[config.mk]
export PLATFORM = sky130hd
export DESIGN_NAME = ooo_read_responder_flat
export DESIGN_NICKNAME = d
export VERILOG_FILES = /design/src/rtl/ooo_read_responder_pkg.sv /design/src/rtl/ooo_read_responder_if.sv /design/src/rtl/ooo_read_responder_lowest_set_idx.sv /design/src/rtl/ooo_read_responder.sv /design/src/flat_wrapper.sv
export SDC_FILE = /design/constraint.sdc
export NUM_CORES = 1
export LEC_CHECK = 0
export ABC_AREA = 1
export BUFFER_PORTS_ARGS = -buffer_cell sky130_fd_sc_hd__buf_2
export CORE_MARGIN = 5
export CORE_UTILIZATION = 47
export DETAILED_ROUTE_END_ITERATION = 8
export PLACE_DENSITY = 0.71
export SLEW_MARGIN = 5
export SYNTH_ARGS = -nofsm -noshare
export SYNTH_HDL_FRONTEND = slang
export SYNTH_SLANG_ARGS = --single-unit
[constraint.sdc]
create_clock -name clk -period 2.8 [get_ports clk]
set_input_delay 0.28 -clock clk [delete_from_list [all_inputs] [get_ports clk]]
set_output_delay 0.28 -clock clk [all_outputs]
set_load 0.005 [all_outputs]
[src/rtl/ooo_read_responder_pkg.sv]
// Shared constants for the out-of-order read responder.
package ooo_resp_pkg;

    localparam int unsigned ID_WIDTH = 4;
    localparam int unsigned NUM_IDS  = 16;

endpackage

[src/rtl/ooo_read_responder_if.sv]
// AR request / R response channel between a read master and the responder.
interface ooo_read_responder_if
    import ooo_resp_pkg::*;
#(
    parameter int unsigned DATA_WIDTH = 8
);

    logic [ID_WIDTH-1:0]   s_arid_i;
    logic                  s_arvalid_i;
    logic                  s_arready_o;
    logic [DATA_WIDTH-1:0] s_rdata_o;
    logic [ID_WIDTH-1:0]   s_rid_o;
    logic                  s_rvalid_o;
    logic                  s_rready_i;

    modport master (
        output s_arid_i, s_arvalid_i, s_rready_i,
        input  s_arready_o, s_rdata_o, s_rid_o, s_rvalid_o
    );

    modport slave (
        input  s_arid_i, s_arvalid_i, s_rready_i,
        output s_arready_o, s_rdata_o, s_rid_o, s_rvalid_o
    );

endinterface

[src/rtl/ooo_read_responder_lowest_set_idx.sv]
// Priority encoder: index of the lowest set bit, plus a found flag.
module lowest_set_idx #(
    parameter int unsigned WIDTH = 4,
    parameter int unsigned IDX_W = $clog2(WIDTH)
) (
    input  logic [WIDTH-1:0] vec,
    output logic [IDX_W-1:0] idx,
    output logic             found
);

    // Scan high to low so the lowest set bit is the last one written.
    always_comb begin
        idx   = '0;
        found = 1'b0;
        for (int i = WIDTH - 1; i >= 0; i--) begin
            if (vec[i]) begin
                idx   = IDX_W'(i);
                found = 1'b1;
            end
        end
    end

endmodule

[src/rtl/ooo_read_responder.sv]
// Read target returning R beats in completion order with per-ID latency.
module ooo_read_responder
    import ooo_resp_pkg::*;
#(
    parameter int unsigned DATA_WIDTH = 8,
    parameter int unsigned DEPTH      = 4,
    parameter int unsigned LAT_WIDTH  = 4
) (
    input  logic                         clk,
    input  logic                         rst,
    input  logic [NUM_IDS*LAT_WIDTH-1:0] cfg_lat_i,
    ooo_read_responder_if.slave          bus
);

    localparam int unsigned SLOT_W = $clog2(DEPTH);

    logic [DEPTH-1:0]      slot_valid;
    logic [ID_WIDTH-1:0]   slot_id   [DEPTH];
    logic [DATA_WIDTH-1:0] slot_data [DEPTH];
    logic [LAT_WIDTH-1:0]  slot_cnt  [DEPTH];
    logic [DATA_WIDTH-1:0] seq;

    logic [DEPTH-1:0]      free_vec;
    logic [DEPTH-1:0]      elig_vec;
    logic [SLOT_W-1:0]     free_idx;
    logic [SLOT_W-1:0]     elig_idx;
    logic                  free_found;
    logic                  elig_found;
    logic                  id_hit;
    logic                  ar_fire;
    logic                  r_load;
    logic [LAT_WIDTH-1:0]  req_lat;

    // Per-slot free / eligible flags and duplicate-ID detection on current state.
    always_comb begin
        free_vec = '0;
        elig_vec = '0;
        id_hit   = 1'b0;
        for (int i = 0; i < DEPTH; i++) begin
            free_vec[i] = !slot_valid[i];
            elig_vec[i] = slot_valid[i] && (slot_cnt[i] == '0);
            if (slot_valid[i] && (slot_id[i] == bus.s_arid_i)) begin
                id_hit = 1'b1;
            end
        end
    end

    lowest_set_idx #(.WIDTH(DEPTH), .IDX_W(SLOT_W)) u_free_sel (
        .vec   (free_vec),
        .idx   (free_idx),
        .found (free_found)
    );

    lowest_set_idx #(.WIDTH(DEPTH), .IDX_W(SLOT_W)) u_elig_sel (
        .vec   (elig_vec),
        .idx   (elig_idx),
        .found (elig_found)
    );

    assign bus.s_arready_o = free_found && !id_hit;
    assign ar_fire         = bus.s_arvalid_i && bus.s_arready_o;
    assign r_load          = (!bus.s_rvalid_o || bus.s_rready_i) && elig_found;
    assign req_lat         = cfg_lat_i[int'(bus.s_arid_i) * LAT_WIDTH +: LAT_WIDTH];

    // Slot table: countdown, release on load into the output register, allocate on AR.
    always_ff @(posedge clk or posedge rst) begin
        if (rst) begin
            slot_valid <= '0;
            for (int i = 0; i < DEPTH; i++) begin
                slot_id[i]   <= '0;
                slot_data[i] <= '0;
                slot_cnt[i]  <= '0;
            end
        end else begin
            for (int i = 0; i < DEPTH; i++) begin
                if (slot_valid[i] && (slot_cnt[i] != '0)) begin
                    slot_cnt[i] <= slot_cnt[i] - LAT_WIDTH'(1);
                end
                if (r_load && (elig_idx == SLOT_W'(i))) begin
                    slot_valid[i] <= 1'b0;
                end
                if (ar_fire && (free_idx == SLOT_W'(i))) begin
                    slot_valid[i] <= 1'b1;
                    slot_id[i]    <= bus.s_arid_i;
                    slot_data[i]  <= seq;
                    slot_cnt[i]   <= req_lat;
                end
            end
        end
    end

    // Request sequence number, used as the returned data.
    always_ff @(posedge clk or posedge rst) begin
        if (rst) begin
            seq <= '0;
        end else if (ar_fire) begin
            seq <= seq + DATA_WIDTH'(1);
        end
    end

    // Single-entry R output register; payload holds while stalled.
    always_ff @(posedge clk or posedge rst) begin
        if (rst) begin
            bus.s_rvalid_o <= 1'b0;
            bus.s_rid_o    <= '0;
            bus.s_rdata_o  <= '0;
        end else if (r_load) begin
            bus.s_rvalid_o <= 1'b1;
            bus.s_rid_o    <= slot_id[elig_idx];
            bus.s_rdata_o  <= slot_data[elig_idx];
        end else if (bus.s_rready_i) begin
            bus.s_rvalid_o <= 1'b0;
        end
    end

endmodule

[src/flat_wrapper.sv]
// flat-port wrapper written by rule: the top's interface ports become plain ports
module ooo_read_responder_flat import ooo_resp_pkg::*;
#(
    parameter int unsigned DATA_WIDTH = 8,
    parameter int unsigned DEPTH      = 4,
    parameter int unsigned LAT_WIDTH  = 4
)
  (clk, rst, cfg_lat_i, bus_s_arid_i, bus_s_arvalid_i, bus_s_rready_i, bus_s_arready_o, bus_s_rdata_o, bus_s_rid_o, bus_s_rvalid_o);
  ooo_read_responder_if #(.DATA_WIDTH(DATA_WIDTH)) bus_i ();
  input  logic clk;
  input  logic rst;
  input  logic [NUM_IDS*LAT_WIDTH-1:0] cfg_lat_i;
  input wire logic [$bits(bus_i.s_arid_i)-1:0] bus_s_arid_i;
  input wire logic [$bits(bus_i.s_arvalid_i)-1:0] bus_s_arvalid_i;
  input wire logic [$bits(bus_i.s_rready_i)-1:0] bus_s_rready_i;
  output wire logic [$bits(bus_i.s_arready_o)-1:0] bus_s_arready_o;
  output wire logic [$bits(bus_i.s_rdata_o)-1:0] bus_s_rdata_o;
  output wire logic [$bits(bus_i.s_rid_o)-1:0] bus_s_rid_o;
  output wire logic [$bits(bus_i.s_rvalid_o)-1:0] bus_s_rvalid_o;
  assign bus_i.s_arid_i = bus_s_arid_i;
  assign bus_i.s_arvalid_i = bus_s_arvalid_i;
  assign bus_i.s_rready_i = bus_s_rready_i;
  assign bus_s_arready_o = bus_i.s_arready_o;
  assign bus_s_rdata_o = bus_i.s_rdata_o;
  assign bus_s_rid_o = bus_i.s_rid_o;
  assign bus_s_rvalid_o = bus_i.s_rvalid_o;
  ooo_read_responder #(.DATA_WIDTH(DATA_WIDTH), .DEPTH(DEPTH), .LAT_WIDTH(LAT_WIDTH)) u_core (.clk(clk), .rst(rst), .cfg_lat_i(cfg_lat_i), .bus(bus_i));
endmodule
==> metrics.cfg <==
[die]
start_util_pct=48.31
dieWidth_um=116.0
pin_count=86
num_rows=38
coreArea_mm2=0.01094
die_h_um=116.0
die-area_mm2=0.01346

[global_route]
grt_first_pass_wirelength_um=23290
grt_pass1_vias=4865
grt_max_degree=48
grt_usage_pct=21.66
antenna_found_initial=0
overflow=0

[timing]
period_share_pct=78.79
relSlewSlack_pct=49.78
max_freq_ghz=0.4533
hold-worst-slack_ns=0.04600
timing.final.max_slew_violations=0
clock_skew_ns=0.005123
rsz0062_at_grt=no
setup_violations=0
hold_viol_final=0
period_minus_slack_ns=2.206
worst_slew_pin_slew_ns=0.7524
tns_ns=0

[critical_path]
crit_type=flop to flop
worstSetupStartpointType=flop
endpoint_kind=flop
critPathRequiredTime_ns=2.99
critPathMaxFanout=12
crit_arrival_ns=2.40

[detailed_routing]
wl_per_cell_um=14.69
firstDrtPassIters=5
via_per_inst=5.313
antenna_left=0
num_vias=5010
drc=0
routed_wirelength_um=13850
drt_iter0_markers=517

[cts]
cts_resized=0
clock_tree.root_cell=clkbuf_16
cts.sinks=89
clkTransAtPathRegs_ns=0.07
cts_tree=built
cts_setup_buffers=0
cts-htree-levels=3
cts_max_path_buffers=2
hold_buffers=0
numCtsBuffers=9
clock_latency_ns=0.34

[yosys]
synth_largest_area_cell=dfrtp_1
syn_area_per_cell_um2=7.276
synthAdderAreaFrac_pct=2.132
synth_flop_cell=dfrtp_1
yosys.area.top_type_share_pct=42.16
synth_edf_count=0
synth.ff_latch_count=89
ys_seq_area_share_pct=42.16
synth_nets=807
synthDistinctLibCells=31
synth_compound_area_share_pct=12.88
yosysWarnings=0
async_flop_share_pct=100.0
synthXorXnorAreaFrac_pct=2.653
synth_top_family_by_area=simple AND/OR/NAND/NOR gates
synth_area_mm2=0.005283
synthSimpleGateAreaFrac_pct=31.69
syn_inst=726
synth_mux_area_share_pct=0
yosys-top-cells-area=dfrtp_1 (42%), nand2_1 (15%), nand3_1 (7.5%)

[power_and_ir_drop]
total_power_w=0.006316
vdd_drop_max_v=0.0006746
p_leak_nw=3.186
power_density_mw_per_mm2=1041

[placement]
port_buffers=85
dp_hpwl_um=10290
gp_congestion=0.9175

[cells_and_area]
area_growth_pct=14.87
nets=879
n_antenna_cell=0
drive_gt1_share_pct=18.06

[flow_run]
cap_violations=0

[worst_hold_path]
hold_class=input port to asynchronous set/reset pin

[status]
status=finished clean

==> report_power, final <==
group | internal [W] | leakage, nW | switching (W)
Clock | 0.000609 | 0.131 | 0.000506
Combinational | 0.00104 | 1.92 | 0.00188
Sequential | 0.00185 | 1.13 | 0.000427
Total | 0.00351 | 3.19 | 0.00281
==> worst max-delay path, cell delays in order (launching register included) <==
cell     delay [ns]
dfrtp_1        0.39
inv_1          0.12
ha_1           0.18
nand4_1        0.15
nand2_1        0.14
inv_1          0.18
nand2_1        0.13
inv_1          0.06
nor3_1         0.55
o21ai_0        0.15
==> path summary, 6_finish.rpt <==
path	startpoint	cells past startpoint	to	slack (ns)
setup / recovery	u_core.slot_cnt[8]	9	u_core.slot_valid[1]	0.59
hold / removal	rst	2	u_core.slot_id[15]	0.05
setup reg to reg	u_core.slot_cnt[8]	9	u_core.slot_valid[1]	0.59
hold reg to reg	u_core.bus.s_rid_o[2]	2	u_core.bus.s_rid_o[2]	0.47
max in group asynchronous	rst	3	u_core.seq[0]	2.05
min in group clk	bus_s_arvalid_i	3	u_core.seq[0]	0.35
==> placed cells by master, fill, tap and decap left out, drive strengths merged <==
master	instances
a21oi	1
a31oi	2
buf	95
clkbuf	11
clkinv	3
clkinvlp	1
dfrtp	89
ha	9
inv	67
nand2	207
nand3	83
nand4	9
nor2	83
nor3	4
nor4	1
o211ai	5
o21ai	110
o221ai	2
o31ai	1
or2	4
xnor2	4
xor2	12
==> cells in the mapped netlist, types with 3 or more instances <==
master      n
xor2_1     12
nand3_2     4
clkbuf_1   16
o211ai_1    5
o21ai_2    12
inv_1      61
or2_2       4
ha_1        9
buf_4       5
nand3_1    79
buf_6       6
o21ai_1    30
nand2_1   205
xnor2_1     4
buf_2       6
nor2_1     78
nor2_4      3
nand4_1     9
o21ai_0    68
dfrtp_1    89
inv_2       5
==> cells by family (layout without fill, tap and decap cells) <==
group	Yosys count	after routing
AND/OR/NAND/NOR	391	391
AO/OA/AOI/OAI	121	121
buffers and inverters	100	177
flip-flops	89	89
XOR/XNOR	16	16
adder cells (fa/ha/maj)	9	9
==> through the flow <==
| step | util, % | cells | setup WS (ns) | area (um2) |
|---|---|---|---|---|
| final | 55.49 | 943 | 0.5939 | 6068 |
| after global placement | 53.01 | 927 | 0.6150 | 5797 |
| after global routing | 55.49 | 943 | 0.3721 | 6068 |
| after detailed placement | 53.01 | 927 | 0.4917 | 5797 |
| after CTS | 55.49 | 943 | 0.6093 | 6068 |
| after floorplan | - | 726 | 0.2131 | 5283 |
==> flip-flops by register name, indices dropped and copies added, names as in the netlist <==
name,cells
u_core.seq,8
u_core.slot_id,16
u_core.slot_cnt,16
u_core.bus.s_rid_o,4
u_core.bus.s_rdata_o,8
u_core.slot_data,32
u_core.slot_valid,4
u_core.bus.s_rvalid_o,1
==> area by class of cell <==
class,instances,area [um2]
fillers,1052,4867
multi-input cells,537,2608
well taps,140,175.2
clock inverters,5,38.79
inverters,66,249.0
clock buffers,11,232.7
flip-flops and latches,89,2227
repair buffers,95,538.0
==> routing by layer <==
layer	GRT usage (%)	wire length (um)	part of all wire (%)
met4	5.878	197	1.4
met1	30.07	6313	46
met5	0	0	0
met3	4.700	775	5.6
met2	34.48	6563	47
Power figures use the tool's default switching activity.
